--- src/rtl/quad_pkg.sv ---
// Shared types for the quadrature decoder: FSM states, Gray-code phase
// constants and the phase-sequence helper used by the decode logic.
package quad_pkg;

  typedef enum logic {
    ST_INIT = 1'b0,
    ST_RUN  = 1'b1
  } state_e;

  typedef logic [1:0] phase_t;

  localparam phase_t PH_00 = 2'b00;
  localparam phase_t PH_10 = 2'b10;
  localparam phase_t PH_11 = 2'b11;
  localparam phase_t PH_01 = 2'b01;

  // Phase {a,b} one position forward (up=1) or backward (up=0).
  function automatic phase_t next_phase(input phase_t ph, input logic up);
    phase_t nxt;
    nxt = PH_00;
    case (ph)
      PH_00:   nxt = up ? PH_10 : PH_01;
      PH_10:   nxt = up ? PH_11 : PH_00;
      PH_11:   nxt = up ? PH_01 : PH_10;
      default: nxt = up ? PH_00 : PH_11;
    endcase
    return nxt;
  endfunction

endpackage

--- src/rtl/quad_glitch_filter.sv ---
// One encoder channel: two-flop synchronizer followed by a persistence
// filter that accepts a new level only after FILTER_LEN consecutive samples.
module quad_glitch_filter #(
  parameter int FILTER_LEN = 2
) (
  input  logic clk,
  input  logic reset,
  input  logic in_i,
  output logic level_o
);

  localparam int CW = $clog2(FILTER_LEN + 1);
  localparam logic [CW-1:0] LAST = CW'(FILTER_LEN - 1);

  logic          sync1_q, sync2_q;
  logic          level_q, level_d;
  logic [CW-1:0] cnt_q, cnt_d;

  always_ff @(posedge clk) begin
    if (reset) begin
      sync1_q <= 1'b0;
      sync2_q <= 1'b0;
      level_q <= 1'b0;
      cnt_q   <= '0;
    end else begin
      sync1_q <= in_i;
      sync2_q <= sync1_q;
      level_q <= level_d;
      cnt_q   <= cnt_d;
    end
  end

  // Any sample agreeing with the accepted level restarts the persistence count.
  always_comb begin
    level_d = level_q;
    cnt_d   = '0;
    if (sync2_q != level_q) begin
      if (cnt_q == LAST) begin
        level_d = sync2_q;
      end else begin
        cnt_d = cnt_q + CW'(1);
      end
    end
  end

  assign level_o = level_q;

endmodule

--- src/rtl/quadrature_decoder.sv ---
// Quadrature decoder: filtered A/B phases drive a step/direction stream,
// a wrapping position count and a sticky illegal-transition flag.
module quadrature_decoder
  import quad_pkg::*;
#(
  parameter int N          = 4,
  parameter int FILTER_LEN = 2
) (
  input  logic         clk,
  input  logic         reset,
  input  logic         enable,
  input  logic         pause,
  input  logic         clear_err,
  input  logic         quad_a,
  input  logic         quad_b,
  output logic         step,
  output logic         up_down,
  output logic [N-1:0] count,
  output logic         error
);

  // INIT covers the synchronizer plus filter fill time so a non-zero
  // input level present at reset is absorbed without producing a step.
  localparam int ICW = $clog2(FILTER_LEN + 3);
  localparam logic [ICW-1:0] INIT_LAST = ICW'(FILTER_LEN + 2);

  logic a_f, b_f;
  phase_t phase;

  state_e         state_q, state_d;
  logic [ICW-1:0] init_cnt_q, init_cnt_d;
  phase_t         prev_q, prev_d;
  logic           step_q, step_d;
  logic           up_down_q, up_down_d;
  logic [N-1:0]   count_q, count_d;
  logic           error_q, error_d;

  quad_glitch_filter #(.FILTER_LEN(FILTER_LEN)) u_filt_a (
    .clk    (clk),
    .reset  (reset),
    .in_i   (quad_a),
    .level_o(a_f)
  );

  quad_glitch_filter #(.FILTER_LEN(FILTER_LEN)) u_filt_b (
    .clk    (clk),
    .reset  (reset),
    .in_i   (quad_b),
    .level_o(b_f)
  );

  assign phase = {a_f, b_f};

  always_ff @(posedge clk) begin
    if (reset) begin
      state_q    <= ST_INIT;
      init_cnt_q <= '0;
      prev_q     <= PH_00;
      step_q     <= 1'b0;
      up_down_q  <= 1'b0;
      count_q    <= '0;
      error_q    <= 1'b0;
    end else begin
      state_q    <= state_d;
      init_cnt_q <= init_cnt_d;
      prev_q     <= prev_d;
      step_q     <= step_d;
      up_down_q  <= up_down_d;
      count_q    <= count_d;
      error_q    <= error_d;
    end
  end

  // prev always follows the filtered phase, so a disabled period leaves no
  // stale phase behind; error clear is applied first so a new set wins.
  always_comb begin
    state_d    = state_q;
    init_cnt_d = init_cnt_q;
    prev_d     = phase;
    step_d     = 1'b0;
    up_down_d  = up_down_q;
    count_d    = count_q;
    error_d    = error_q & ~clear_err;
    case (state_q)
      ST_INIT: begin
        if (init_cnt_q == INIT_LAST) begin
          state_d    = ST_RUN;
          init_cnt_d = '0;
        end else begin
          init_cnt_d = init_cnt_q + ICW'(1);
        end
      end
      ST_RUN: begin
        if (enable) begin
          if (phase == next_phase(prev_q, 1'b1)) begin
            step_d    = 1'b1;
            up_down_d = 1'b1;
            if (!pause) count_d = count_q + N'(1);
          end else if (phase == next_phase(prev_q, 1'b0)) begin
            step_d    = 1'b1;
            up_down_d = 1'b0;
            if (!pause) count_d = count_q - N'(1);
          end else if ((phase ^ prev_q) == 2'b11) begin
            error_d = 1'b1;
          end
        end
      end
      default: state_d = ST_INIT;
    endcase
  end

  assign step    = step_q;
  assign up_down = up_down_q;
  assign count   = count_q;
  assign error   = error_q;

endmodule

--- config.mk ---
export PLATFORM = sky130hd
export DESIGN_NAME = quadrature_decoder
export DESIGN_NICKNAME = d
export VERILOG_FILES = /design/src/rtl/quad_pkg.sv /design/src/rtl/quad_glitch_filter.sv /design/src/rtl/quadrature_decoder.sv
export SDC_FILE = /design/constraint.sdc
export NUM_CORES = 1
export LEC_CHECK = 0
export ABC_AREA = 1
export BUFFER_PORTS_ARGS = -buffer_cell sky130_fd_sc_hd__clkbuf_2
export CAP_MARGIN = 20
export CORE_UTILIZATION = 54
export CTS_CLUSTER_DIAMETER = 120
export DETAILED_ROUTE_END_ITERATION = 16
export GPL_TIMING_DRIVEN = 1
export PLACE_DENSITY = 0.76
export REMOVE_ABC_BUFFERS = 1
export SLEW_MARGIN = 0
export SYNTH_ARGS = -nofsm -noshare
export SYNTH_HDL_FRONTEND = slang
export SYNTH_SLANG_ARGS = --single-unit
--- constraint.sdc ---
create_clock -name clk -period 2.2 [get_ports clk]
set_input_delay 0.44 -clock clk [delete_from_list [all_inputs] [get_ports clk]]
set_output_delay 0.44 -clock clk [all_outputs]
set_load 0.02 [all_outputs]
; ---- Word-level counts from Yosys, hierarchy flattened
; Cells that the tools add are included.
; Widths: inputs -> output; s select.
[totals]
ram_bits = 0
rom_bits = 0
memories = 0
in_bits = 7
output_inout_bits = 7
register_bits = 23
wordCells = 71
latchBits = 0
[classes]
n_mul = 0
addsub = 5
div = 0
n_bitwise = 7
eq_ne = 12
muxes = 23
shifts = 0
order_cmp = 0
n_reduce_logical = 9
[op_table]
columns = op, count
row1 = $mux 4, 4
row2 = $pmux 2 s3, 2
row3 = $mux 1, 11
row4 = $mux 2, 5
row5 = $reduce_or 3->1, 3
row6 = $eq 2x2->1 const B, 3
row7 = $not 1->1, 5
row8 = $reduce_and 5->1, 1
row9 = $add 2x1->2 const B, 2
row10 = $add 4x1->4 const B, 1
row11 = $eq 2x1->1 const B, 2
row12 = $eq 2x2->1, 2
row13 = $ne 2x2->1 const B, 2
row14 = $reduce_and 2->1, 2
row15 = $sub 4x1->4 const B, 1
row16 = $add 3x1->3 const B, 1
row17 = $eq 3x3->1 const B, 1
row18 = $mux 3, 1
row19 = $reduce_and 3->1, 1
row20 = $logic_not 2->1, 1
row21 = $ne 1x1->1, 2
row22 = $reduce_bool 2->1, 1
row23 = $xor 2x2->2, 1
row24 = $and 1x1->1, 1

; ---- Depth between registers and ports, before layout
[logic_depth]
depth_word = 13
ltp_mapped = 13
ltp_nobuf = 13

; ---- Hierarchy
; A second synthesis with hierarchy kept.
[hier_totals]
cells_unflattened = 138
hier_area_um2 = 1072.3
[modules_own_cells]
columns = mod, seq_area_each_um2, area_each_um2, n_inst, cells_each
row1 = quadrature_decoder, 260.2, 699.4, 1, 92
row2 = quad_glitch_filter, 100.1, 186.4, 2, 23

; ---- Worst setup path before layout
; Ideal clock, no wire load.
[synth_timing]
path_kind = flip-flop to flip-flop
start = reg u_filt_a.level_q (netlist: u_filt_a.level_o)
end = reg count_q[3] (netlist: count[3])
required_time_ps = 2133
n_path_buf = 0
arrival_time_ps = 1487
synth_period_minus_slack_ps = 1555
setup_ps = 67
setup_slack_ps = 645
stages_incl_launch_ff = 12
cell_sequence = dfxtp_1 nand2_1 nand2_4 nand2_4 ha_1 nand2_1 nand3b_1 nand2_1 nand2_1 nand2_1 nand2_1 a21oi_2
[synth_between]
elab_chain_len = 3
elab_cells_between_ends = 7
cone_classes = eq/ne (4) / mux (1) / reduce/logical (2)
[synth_lines]
columns = item, line
row1 = start: declaration, quad_glitch_filter.sv:16  ; logic level_q, level_d;
row2 = start signal: assignment, quad_glitch_filter.sv:28  ; level_q <= level_d;
row3 = "$eq 2x2->1, on equally long branches", "quadrature_decoder.sv:99, quadrature_decoder.sv:95"
row4 = $ne 2x2->1 (no line) or $reduce_bool 2->1 (tied branches), --
row5 = $reduce_and 5->1 (no line), --
row6 = end signal: assignment, quadrature_decoder.sv:69  ; count_q <= count_d;
row7 = end: declaration, quadrature_decoder.sv:35  ; logic [N-1:0] count_q, count_d;
; Parallel ways exist; a longest one is shown, timed or not.
; A chain may end at the register's enable or synchronous reset.

; ---- Worst setup path in the final report
; Same ends and word-level chain as after synthesis.

==> summary.md <==
| Metric | Value |
|---|---|
| Worst slew margin | `78.21%` |
| Worst EP required | `2.46 ns` |
| DRT Pass-1 Iters | `4` |
| Layout net count | `around 160` |
| Post-synth top area share | `~44%` |
| Cell area after placement | `1127 sq um` |
| Worst-Skew Late Latency | `0.32 ns` |
| Max-cap violations | `0` |
| Crit path launch | `u_filt_a.level_o` |
| Main synth FF type | `dfxtp_1` |
| CP max stage delay | `roughly 0.43 ns` |
| Die area | `2103 sq um` |
| Yosys top cell by area | `dfxtp_1` |
| Cell count after synthesis | `129` |
| Syn_area_per_cell | `just over 8 sq um` |
| EDFF count, synth | `0` |
| Critical path depth | `11` |
| CP Cell Sequence | `nand2_1 -> nand2_4 -> nand2_4 -> ha_1 -> nand2_1 -> nand3b_1 -> nand2_1 -> nand2_1 -> nand2_1 -> nand2_1 -> a21oi_2` |
| Worst setup endpoint | `count[3]` |
| Initial Utilization | `between 50% and 60%` |
| Initial antenna violation count | `0` |
| Share of layout cells above drive strength 1 | `23.61%` |
| Post-CTS Hold Buffers | `0` |
| Per-cell routed wire length | `around 10 um` |
| Routability cong. | `0.7869` |
| DIE HEIGHT | `around 46 um` |
| Via/cell ratio | `between 4 and 5` |
| # resized after CTS | `0` |
| Util after Layout | `65.39%` |
| Ant. Diodes | `0` |
| Hold path cells | `3` |
| PortBufs | `13` |
| Clk buf depth | `2` |
| Vias in the first global route | `666` |
| Largest net degree at the start of global routing | `17` |
| Total grt overflow | `0` |
| TritonCTS clock tree | `yes` |
| Reg2Reg Launch Point | `u_filt_a.level_o` |
| Total GRT Usage | `18.43%` |
| Async set-reset flop share out of synthesis | `0%` |
| Kind of critical path | `reg2reg` |
| Top cells by count, synth | `23 x dfxtp_1, 19 x inv_1, 15 x a21oi_1, 15 x nand2_1, 11 x nor2_1` |
| Worst Path Buf+Inv | `0` |
| Crit. End Element | `flip-flop` |
| Unrepaired setup endpoints after global routing | `no` |
| First-pass GRT wire length | `2.656 mm` |
| Clk Tree Root Cell | `clkbuf_4` |
| CTS buffer count | `3` |
| H-tree depth | `1` |
| Final ANT Viol Nets | `0` |
| Reg2reg path depth | `11` |
| Slew Limit Fails | `0` |
| Crit path DAT | `between 1.5 and 2 ns` |
| Mapped Area | `between 1000 and 1500 sq um` |
| Final instance area | `1154 sq um` |
| Via Count | `836` |
| Detailed Route WL | `about 1.7 mm` |
| Most common cell in the netlist | `dfxtp_1` |
| Max IR drop VDD | `465.3 uV` |
| DRC | `0` |
| Crit-path most repeated cell | `nand2_1` |
| Estimated wirelength of the detail-placed design | `1.360 mm` |
| Cell Rows | `15` |
| Tightest Pin Transition | `about 0.33 ns` |
| Core area | `1764 sq um` |
| Run status | `complete, no violations` |
| Critical path peak fanout | `6` |
| Register bit total from synthesis | `23` |
| Crit path time final | `1.711 ns` |
| Worst R2R End | `count[3]` |
| Ports | `14` |
| Total negative slack | `0 ns` |
| Sequential-to-total area share from yosys stat | `44.34%` |
| Hold Crit Class | `in2reg` |
| Final period util | `between 70% and 80%` |
| Synth area leaders | `dfxtp_1 44%, a21oi_1 7.2%, ha_1 7.2%, inv_1 6.9%, nand2_1 5.4%` |
| # clock sinks | `23` |
| Yosys warnings | `0` |
| Lkg Pwr | `0.5179 nW` |
| Drt first-iter violations | `15` |
| Post-CTS setup buffers | `0` |
| Die W | `45.86 um` |
| Area growth, synth to finish | `11.08%` |
| F_max | `between 0.5 and 0.6 GHz` |
| Worst-path clk slew | `0.12 ns` |
| Slowest stage cell, crit path | `dfxtp_1` |
| Final Hold Viols | `0` |
| Final Setup Violations | `0` |
| CP top delay family | `simple AND/OR/NAND/NOR gates` |
| Post-synth cell types | `24` |
| Setup slack, reg-to-reg | `between 0.4 and 0.5 ns` |
| Final clock skew | `0.01067 ns` |
| Power Density | `around 650 nW/um^2` |
| Critical Path Start Type | `flip-flop` |
[metal layers]
layer	track usage, %	share of wire, %	up-vias
met4	10.59	2.2	0
met5	0	0	-
met3	5.952	3.8	5
li1	-	-	439
met2	30.14	48	16
met1	20.77	46	376
[layout make-up]
type                       count  area [sq um]
fill                         176         610.6
timing repair buffer          13         65.06
multi-input combinational     79         476.7
sequential                    23         460.4
inverter                      25         93.84
clock buffer                   4         26.28
tap                           25         31.28
[power breakdown]
group / switching, mW / internal (mW) / total [mW]
clock: 0.124 / 0.0710 / 0.195
sequential: 0.0152 / 0.437 / 0.452
combinational: 0.0594 / 0.0381 / 0.0975
[worst min-delay path: stages]
cell and delay, ns:
clkbuf_2 0.08, inv_1 0.04, nor2_1 0.03
[registers in the layout, summed over array words and instances (netlist names)]
name              cells
step                  1
init_cnt_q            3
u_filt_b.cnt_q        2
up_down               1
error                 1
count                 4
prev_q                2
u_filt_b.sync2_q      1
u_filt_a.level_o      1
state_q               1
u_filt_a.sync2_q      1
u_filt_b.level_o      1
u_filt_b.sync1_q      1
u_filt_a.sync1_q      1
u_filt_a.cnt_q        2
[logic make-up (layout without fill, tap and decap cells)]
kind of cell | after synthesis | in the layout | synth area share [%]
AO/OA/AOI/OAI | 28 | 28 | 15.54
XOR/XNOR | 1 | 1 | 0.8435
adder cells (fa/ha/maj) | 6 | 6 | 7.229
buffers and inverters | 27 | 42 | 9.759
flip-flops | 23 | 23 | 44.34
AND/OR/NAND/NOR | 44 | 44 | 22.29
[worst min-delay path by stage]
stage                                start               end
after floorplan           u_filt_a.sync1_q  u_filt_a.sync2_q
after global placement    u_filt_a.sync1_q  u_filt_a.sync2_q
after detailed placement  u_filt_a.sync1_q  u_filt_a.sync2_q
after CTS                           quad_a  u_filt_a.sync1_q
after global routing                quad_a  u_filt_a.sync1_q
final                               quad_a  u_filt_a.sync1_q
[metrics by stage]
step | cells | worst slack, ns | power, mW | hold WS (ns)
2_1_floorplan | 127 | 0.6467 | 0.5324 | 0.3883
3_3_place_gp | 165 | 0.5861 | 0.5538 | 0.3965
3_5_place_dp | 165 | 0.5085 | 0.5609 | 0.4033
4_1_cts | 169 | 0.4867 | 0.7525 | 0.2907
5_1_grt | 169 | 0.3111 | 0.7885 | 0.2797
6_report | 169 | 0.4891 | 0.7451 | 0.2952
[cells in the final DEF (no fill, tap or decap), drive strengths merged]
cell | netlist | routed
a211oi | 1 | 1
a21oi | 16 | 16
a22oi | 1 | 1
clkbuf | 2 | 17
dfxtp | 23 | 23
ha | 6 | 6
inv | 25 | 25
nand2 | 24 | 24
nand3 | 4 | 4
nand3b | 2 | 2
nand4 | 1 | 1
nor2 | 12 | 12
nor3 | 1 | 1
o211a | 1 | 1
o211ai | 3 | 3
o21ai | 6 | 6
xor2 | 1 | 1
(Power assumes the default switching activity.)
